===== src/rtl/matmul_sequencer.sv =====
// Sequences one 4x4 multiply: operand fetch into the datapath, latency wait, result drain to memory.
// Optional watchdog abort on stalled handshakes when MATMUL_SEQ_TIMEOUT_EN is defined.
module matmul_sequencer #(
    parameter int WIDTH        = 8,
    parameter int NUM_ELEMENTS = 4,
    parameter int MATRIX_WIDTH = 4,
    parameter int ADDR_WIDTH   = 16,
    parameter int MULT_LATENCY = 3
) (
    input  logic                          clk,
    input  logic                          reset,
    input  logic                          start,
    input  logic [ADDR_WIDTH-1:0]         src_addr,
    input  logic [ADDR_WIDTH-1:0]         dst_addr,
    output logic                          busy,
    output logic                          done,
    output logic                          err,
    output logic                          mem_rd_req,
    output logic [ADDR_WIDTH-1:0]         mem_rd_addr,
    input  logic                          mem_rd_valid,
    input  logic [NUM_ELEMENTS*WIDTH-1:0] mem_rdata,
    output logic [NUM_ELEMENTS*WIDTH-1:0] mm_rdata,
    output logic                          mm_read_en,
    output logic                          mm_write_en,
    input  logic                          mm_write_ready,
    input  logic [NUM_ELEMENTS*WIDTH-1:0] mm_res,
    output logic                          mem_wr_req,
    output logic [ADDR_WIDTH-1:0]         mem_wr_addr,
    output logic [NUM_ELEMENTS*WIDTH-1:0] mem_wdata,
    input  logic                          mem_wr_ack
);
    localparam int DW          = NUM_ELEMENTS * WIDTH;
    localparam int LOAD_BEATS  = MATRIX_WIDTH * MATRIX_WIDTH / 2;
    localparam int STORE_BEATS = MATRIX_WIDTH;
    localparam int CNT_W       = 8;

    localparam logic [2:0] S_IDLE    = 3'd0;
    localparam logic [2:0] S_LOAD    = 3'd1;
    localparam logic [2:0] S_COMPUTE = 3'd2;
    localparam logic [2:0] S_STORE   = 3'd3;
    localparam logic [2:0] S_DONE    = 3'd4;

    logic [2:0]            state_q, state_d;
    logic [CNT_W-1:0]      cnt_q, cnt_d;
    logic [ADDR_WIDTH-1:0] src_q, src_d, dst_q, dst_d, wr_addr_q, wr_addr_d;
    logic [DW-1:0]         rdata_q, rdata_d, wdata_q, wdata_d;
    logic                  rd_req_q, rd_req_d, read_en_q, read_en_d;
    logic                  write_en_q, write_en_d, wr_req_q, wr_req_d, done_q, done_d;

`ifdef MATMUL_SEQ_TIMEOUT_EN
    logic [7:0] wd_q, wd_d;
    logic       err_q, err_d;
    logic       waiting;

    assign waiting = (rd_req_q && !mem_rd_valid) || (write_en_q && !mm_write_ready)
                   || (wr_req_q && !mem_wr_ack);
`endif

    always_comb begin
        state_d    = state_q;
        cnt_d      = cnt_q;
        src_d      = src_q;
        dst_d      = dst_q;
        rd_req_d   = rd_req_q;
        rdata_d    = rdata_q;
        read_en_d  = 1'b0;
        write_en_d = write_en_q;
        wr_req_d   = wr_req_q;
        wr_addr_d  = wr_addr_q;
        wdata_d    = wdata_q;
        done_d     = 1'b0;
        case (state_q)
            S_IDLE: begin
                if (start) begin
                    src_d    = src_addr;
                    dst_d    = dst_addr;
                    cnt_d    = '0;
                    rd_req_d = 1'b1;
                    state_d  = S_LOAD;
                end
            end
            S_LOAD: begin
                if (rd_req_q && mem_rd_valid) begin
                    rdata_d   = mem_rdata;
                    read_en_d = 1'b1;
                    if (cnt_q == CNT_W'(LOAD_BEATS - 1)) begin
                        cnt_d    = '0;
                        rd_req_d = 1'b0;
                        state_d  = S_COMPUTE;
                    end else begin
                        cnt_d = cnt_q + CNT_W'(1);
                    end
                end
            end
            S_COMPUTE: begin
                if (cnt_q == CNT_W'(MULT_LATENCY - 1)) begin
                    cnt_d      = '0;
                    write_en_d = 1'b1;
                    state_d    = S_STORE;
                end else begin
                    cnt_d = cnt_q + CNT_W'(1);
                end
            end
            S_STORE: begin
                // Result read and memory write alternate; only one of them is ever in flight.
                if (write_en_q && mm_write_ready) begin
                    wdata_d    = mm_res;
                    wr_req_d   = 1'b1;
                    wr_addr_d  = dst_q + ADDR_WIDTH'(cnt_q);
                    write_en_d = 1'b0;
                end else if (wr_req_q && mem_wr_ack) begin
                    wr_req_d = 1'b0;
                    if (cnt_q == CNT_W'(STORE_BEATS - 1)) begin
                        cnt_d   = '0;
                        done_d  = 1'b1;
                        state_d = S_DONE;
                    end else begin
                        cnt_d      = cnt_q + CNT_W'(1);
                        write_en_d = 1'b1;
                    end
                end
            end
            S_DONE:  state_d = S_IDLE;
            default: state_d = S_IDLE;
        endcase
`ifdef MATMUL_SEQ_TIMEOUT_EN
        err_d = 1'b0;
        wd_d  = '0;
        if (waiting) begin
            if (wd_q == 8'd254) begin
                state_d    = S_IDLE;
                cnt_d      = '0;
                rd_req_d   = 1'b0;
                read_en_d  = 1'b0;
                write_en_d = 1'b0;
                wr_req_d   = 1'b0;
                done_d     = 1'b0;
                err_d      = 1'b1;
            end else begin
                wd_d = wd_q + 8'd1;
            end
        end
`endif
    end

    always_ff @(posedge clk or posedge reset) begin
        if (reset) begin
            state_q    <= S_IDLE;
            cnt_q      <= '0;
            src_q      <= '0;
            dst_q      <= '0;
            rd_req_q   <= 1'b0;
            rdata_q    <= '0;
            read_en_q  <= 1'b0;
            write_en_q <= 1'b0;
            wr_req_q   <= 1'b0;
            wr_addr_q  <= '0;
            wdata_q    <= '0;
            done_q     <= 1'b0;
        end else begin
            state_q    <= state_d;
            cnt_q      <= cnt_d;
            src_q      <= src_d;
            dst_q      <= dst_d;
            rd_req_q   <= rd_req_d;
            rdata_q    <= rdata_d;
            read_en_q  <= read_en_d;
            write_en_q <= write_en_d;
            wr_req_q   <= wr_req_d;
            wr_addr_q  <= wr_addr_d;
            wdata_q    <= wdata_d;
            done_q     <= done_d;
        end
    end

`ifdef MATMUL_SEQ_TIMEOUT_EN
    always_ff @(posedge clk or posedge reset) begin
        if (reset) begin
            wd_q  <= '0;
            err_q <= 1'b0;
        end else begin
            wd_q  <= wd_d;
            err_q <= err_d;
        end
    end
    assign err = err_q;
`else
    assign err = 1'b0;
`endif

    assign busy        = (state_q != S_IDLE);
    assign done        = done_q;
    assign mem_rd_req  = rd_req_q;
    assign mem_rd_addr = rd_req_q ? src_q + ADDR_WIDTH'(cnt_q) : '0;
    assign mm_rdata    = rdata_q;
    assign mm_read_en  = read_en_q;
    assign mm_write_en = write_en_q;
    assign mem_wr_req  = wr_req_q;
    assign mem_wr_addr = wr_addr_q;
    assign mem_wdata   = wdata_q;
endmodule


===== config.mk =====
export PLATFORM = sky130hd
export DESIGN_NAME = matmul_sequencer
export DESIGN_NICKNAME = d
export VERILOG_FILES = /design/src/rtl/matmul_sequencer.sv
export SDC_FILE = /design/constraint.sdc
export NUM_CORES = 1
export LEC_CHECK = 0
export ABC_AREA = 0
export CORE_ASPECT_RATIO = 0.75
export CORE_MARGIN = 3
export CORE_UTILIZATION = 49
export CTS_CLUSTER_DIAMETER = 100
export CTS_CLUSTER_SIZE = 20
export DETAILED_ROUTE_END_ITERATION = 10
export GPL_ROUTABILITY_DRIVEN = 0
export GPL_TIMING_DRIVEN = 1
export PLACE_DENSITY_LB_ADDON = 0.25
export SLEW_MARGIN = 40
export SYNTH_ARGS = -nofsm -noshare
export SYNTH_HDL_FRONTEND = slang
export SYNTH_SLANG_ARGS = --single-unit

===== constraint.sdc =====
create_clock -name clk -period 8.65 [get_ports clk]
set_input_delay 0.865 -clock clk [delete_from_list [all_inputs] [get_ports clk]]
set_output_delay 0.865 -clock clk [all_outputs]
set_load 0.02 [all_outputs]

Yosys cells after proc, flatten, opt, wreduce, memory -nomap -nowiden. Cells that the tools add are included. Widths: inputs -> output; s select.

Add/subtract/negate cells: 3. Multipliers: 0. Divide/modulo/power cells: 0. Magnitude comparators: 0. Eq/ne operators: 15. Shift operators: 0. Muxes and demuxes: 34. Bitwise logic cells: 0. Reductions and logical operators: 17.

Operators with widths (number): $mux 8 (7); $add 16x8->16 (2); $pmux 8 s4 (1); $mux 3 (7); $eq 8x2->1 const B (2); $mux 16 (1); $mux 1 (15); $ne 2x2->1 const B (7); $pmux 3 s4 (1); $add 8x1->8 const B (1); $eq 8x3->1 const B (1); $reduce_and 2->1 (4); $reduce_and 4->1 (2); $reduce_and 7->1 (1); $eq 3x2->1 const B (2); $ne 3x3->1 const B (2); $reduce_bool 2->1 (3); $reduce_and 5->1 (1); $pmux 1 s2 (2); $reduce_bool 4->1 (1); $eq 3x1->1 const B (1); $logic_and 1x1->1 (3); $logic_not 3->1 (1); $reduce_bool 3->1 (1).

Register bits after elaboration: 128. Bits in latches: 0. Bits in writable memories: 0. Bits in read-only memories: 0. Input bits: 102. Output and inout port bits: 103. Logic and storage cells: 81. Memories: 0.

Longest topological paths before layout.
Depth in word-level cells: 5. Depth in mapped cells: 9. Depth with buffers taken out: 9.

Worst setup path before layout. OpenSTA, ideal clock, no wires.

Path kind: register to output. Start point: register cnt_q[0]. End point: output mem_rd_addr[12]. Data arrival time: 2.365 ns. Required time: 7.785 ns. Slack: 5.420 ns. Cell stages (with the launch flop): 10. Buffers on the path: 0. Path through: dfrtp_1 ha_1 inv_1 fa_1 nor2b_1 o2111ai_1 nand2_1 o21ai_1 or3_1 a21boi_0.

Longest elaborated chain between the ends: 2.

RTL lines: from (decl) (line 44) `logic [CNT_W-1:0] cnt_q, cnt_d;`; from (signal assigned) (line 162) `cnt_q <= cnt_d;`; $add 16x8->16 (line 194) `assign mem_rd_addr = rd_req_q ? src_q + ADDR_WIDTH'(cnt_q) : '0;`; $mux 16 (line 194); to (decl) (line 19) `output logic [ADDR_WIDTH-1:0] mem_rd_addr,`.

Every way passes these cells.

Final worst setup path.
Start point: register cnt_q[0]. End point: output mem_rd_addr[10].

The elaborated chain is that of the path after synthesis.

==> out/qor.yml <==
synth:
  synth_fa_ha_area_share_pct: 4.39
  syn_area_per_cell_sq_um: 10.5
  synth_edf_count: 0
  yosysTopAreaCellShare_pct: 53.1
  synth-seq-cells: 128
  ys_warn_count: 0
  yosys-top-cells-area: "dfrtp_1 (53%), mux2_2 (11%), nand2_1 (8.8%), ha_1 (3.7%), o21ai_0 (2.4%)"
  syn_inst: 576
  synth-xor-area-share_pct: 3.48
  synthMuxAreaShare_pct: 11.6
  syn_nets: 698
  synth_cell_types: 49
  seq_area_frac_synth_pct: 53.1
  synthArstFlopShare_pct: 100
  synth-simple-area-share_pct: 16.7
  synthesis.area_sq_um: 6040
  synth-compound-area-share_pct: 8.04
  synth_top_family_by_area: "simple AND/OR/NAND/NOR gates"
  synth_top_area_cell: "dfrtp_1"
  synthFlopType: "dfrtp_1"
cts:
  path_clk_slew_ns: 0.06
  cts.hold.buffers_added: 0
  cts.sinks: 128
  postCtsSetupRepairBufs: 0
  cts_tree: "done"
  cts_max_path_buffers: 2
  h-tree-depth: 4
  worstSkewPairLatency_ns: 0.41
  cts_buffers: 17
  ctsResizeCount: 0
  cts_root_buf: "clkbuf_16"
die:
  die_h_microns: 102
  die_area_sq_um: 13700
  fp-row-count: 34
  initial_core_util_pct: 51.0
  io_pins: 205
  core_sq_um: 11800
  die_width_microns: 134
placement:
  io_buffers: 203
  place_inst: 922
  dp_hpwl_microns: 11700
critical_path:
  arrival_ns: 3.45
  r2r_setup_slack_ns: 6.13
  crit_fanout: 7
  reg2reg_from: "cnt_q[0]$_DFFE_PP0P_"
  r2r-end: "mem_wr_addr[12]$_DFFE_PP0P_"
  path_class: "reg2out"
  cp-start-kind: "flip-flop"
  setup.worst_path.end_class: "output port"
  worst-endpoint-required_ns: 7.79
  rr_worst_depth: 8
global_route:
  grt_start_max_net_pins: 70
  antenna_found_initial: 0
  grt_pass1_wl_microns: 25900
  grt_pass1_vias: 5150
  grt_overflow: 0
  track_usage_pct: 23.6
cells_and_area:
  final_common_cell: "clkdlybuf4s50_1"
  synthToLayoutAreaGrowth_pct: 47.2
  stdcell_count: 955
  fillers: 789
  n_antenna_cell: 0
  nets: 902
  seq_area_sq_um: 3200
  layout_common_cells: "clkdlybuf4s50_1 (203), nand2_1 (141), dfrtp_1 (128)"
  multi_input_area_sq_um: 2700
  post_route_cells_drive_above_1_share_pct: 13.5
sta:
  final_max_slew_viol_count: 0
  grt_setup_unrepaired: "false"
  clock_skew_ns: 0.00686
  worst_pin_slew_ns: 0.664
  tns_ns: 0
  setup_viol: 0
  period_share_pct: 49.9
  holdWs_ns: 0.471
  hold_viol: 0
  relSlewSlack_pct: 55.2
  finalCriticalPeriod_ns: 4.31
  fmax_mhz: 232
hold_path:
  hold_path_depth: 2
  min_to: "mem_wdata[23]$_DFFE_PP0P_"
  hold_start: "mem_wdata[23]$_DFFE_PP0P_"
  hold_class: "reg2reg"
detailed_routing:
  wire_per_inst_microns: 16.7
  post-route-drc-count: 0
  antenna_left: 0
  drt_wl_total_microns: 15900
  drt-pass1-iter-count: 5
  drt-initial-drc-count: 316
  vias: 5003
  viasPerCell: 5.24
power_and_ir_drop:
  power_density_nw_per_um2: 377
  p_leak_nw: 3.94
  irDropWorstVdd_uv: 266
run_status:
  status: "completed"
flow_run:
  cap_violations: 0
## flip-flops by register name, summed over array words and instances, names as in the netlist
register and count:
src_q 16, mem_wr_req 1, mm_read_en 1, mm_write_en 1
done 1, mem_wr_addr 16, mem_wdata 32, mem_rd_req 1
cnt_q 8, mm_rdata 32, state_q 3, dst_q 16
## final cells by class
type / count / share of cell area (%)
Timing Repair Buffer: 208 / 23.7
Inverter: 15 / 0.690
Clock buffer: 18 / 4.83
Clock inverter: 14 / 2.04
Sequential cell: 128 / 36.1
Tap cell: 162 / 2.28
Multi-Input combinational cell: 410 / 30.4
## cells by family (layout without fill, tap and decap cells)
group / count (synthesis) / in the layout
AOI/OAI and AO/OA: 77 / 77
xor gates and xnor gates: 24 / 24
adders and majority gates: 20 / 20
buffers and inverters: 38 / 255
DFF: 128 / 128
muxes: 62 / 62
other: 1 / 1
and+or+nand+nor: 226 / 226
## cells in the mapped netlist, types with 2 or more instances
cell / n
o2111ai_1: 3
o21ai_1: 2
dfrtp_1: 128
a21oi_1: 11
nor2b_1: 6
a41oi_1: 2
a211oi_1: 2
nor4_1: 2
a311oi_1: 2
xor2_1: 11
mux2_2: 61
nand3_1: 12
nor3_1: 8
fa_1: 2
nand4_1: 2
and3_1: 9
buf_2: 8
nor2_1: 20
o21ai_0: 29
xnor2_1: 13
ha_1: 18
and2_1: 8
nand2_1: 141
o21bai_1: 2
o22ai_1: 2
inv_1: 15
clkbuf_1: 14
a21boi_0: 3
o21a_1: 5
o31ai_1: 2
or3_1: 9
a21o_1: 7
## how the worst max path moves through the flow
stage	startpoint	endpoint	slack (ns)	depth (start not counted)
after floorplan	reset	cnt_q[0]$_DFFE_PP0P_	4.37	1
after global placement	cnt_q[5]$_DFFE_PP0P_	mem_rd_addr[9]	4.96	8
after detailed placement	cnt_q[1]$_DFFE_PP0P_	mem_rd_addr[10]	4.79	9
after CTS	cnt_q[1]$_DFFE_PP0P_	mem_rd_addr[10]	4.35	9
after global routing	cnt_q[0]$_DFFE_PP0P_	mem_rd_addr[12]	4.12	10
final	cnt_q[0]$_DFFE_PP0P_	mem_rd_addr[10]	4.34	10
## critical path, stage by stage, from the launching register on
cell             delay, ns
dfrtp_1               0.45
ha_1                  0.22
inv_1                 0.06
fa_1                  0.39
nor2b_1               0.22
o2111ai_1             0.13
nand2_1               0.11
o21ai_1               0.19
or3_1                 0.41
a21boi_0              0.23
clkdlybuf4s50_1       0.64
## routing by layer
metal	track usage [%]	share of wire, %	routed length (microns)
met1	30.3	42	6760
met2	39.2	48	7670
met3	8.17	8.7	1390
met4	5.56	0.85	136
met5	0	0	0
## power by group
part | total [mW] | switching, mW | internal (mW)
registers | 1.06 | 0.193 | 0.865
clock network | 0.732 | 0.273 | 0.459
logic | 1.56 | 0.779 | 0.781
total | 3.35 | 1.25 | 2.11
## metrics by stage
step | worst slack (ns) | area (sq um) | total power, mW | utilization (%)
global placement | 4.96 | 8210 | 2.54 | 69.4
global route | 4.12 | 8880 | 3.55 | 75.1
finish | 4.34 | 8880 | 3.35 | 75.1
floorplan | 4.37 | 6040 | 1.90 | -
detailed placement | 4.79 | 8250 | 2.62 | 69.7
CTS | 4.35 | 8860 | 3.37 | 74.9
Power figures use the tool's default switching activity.
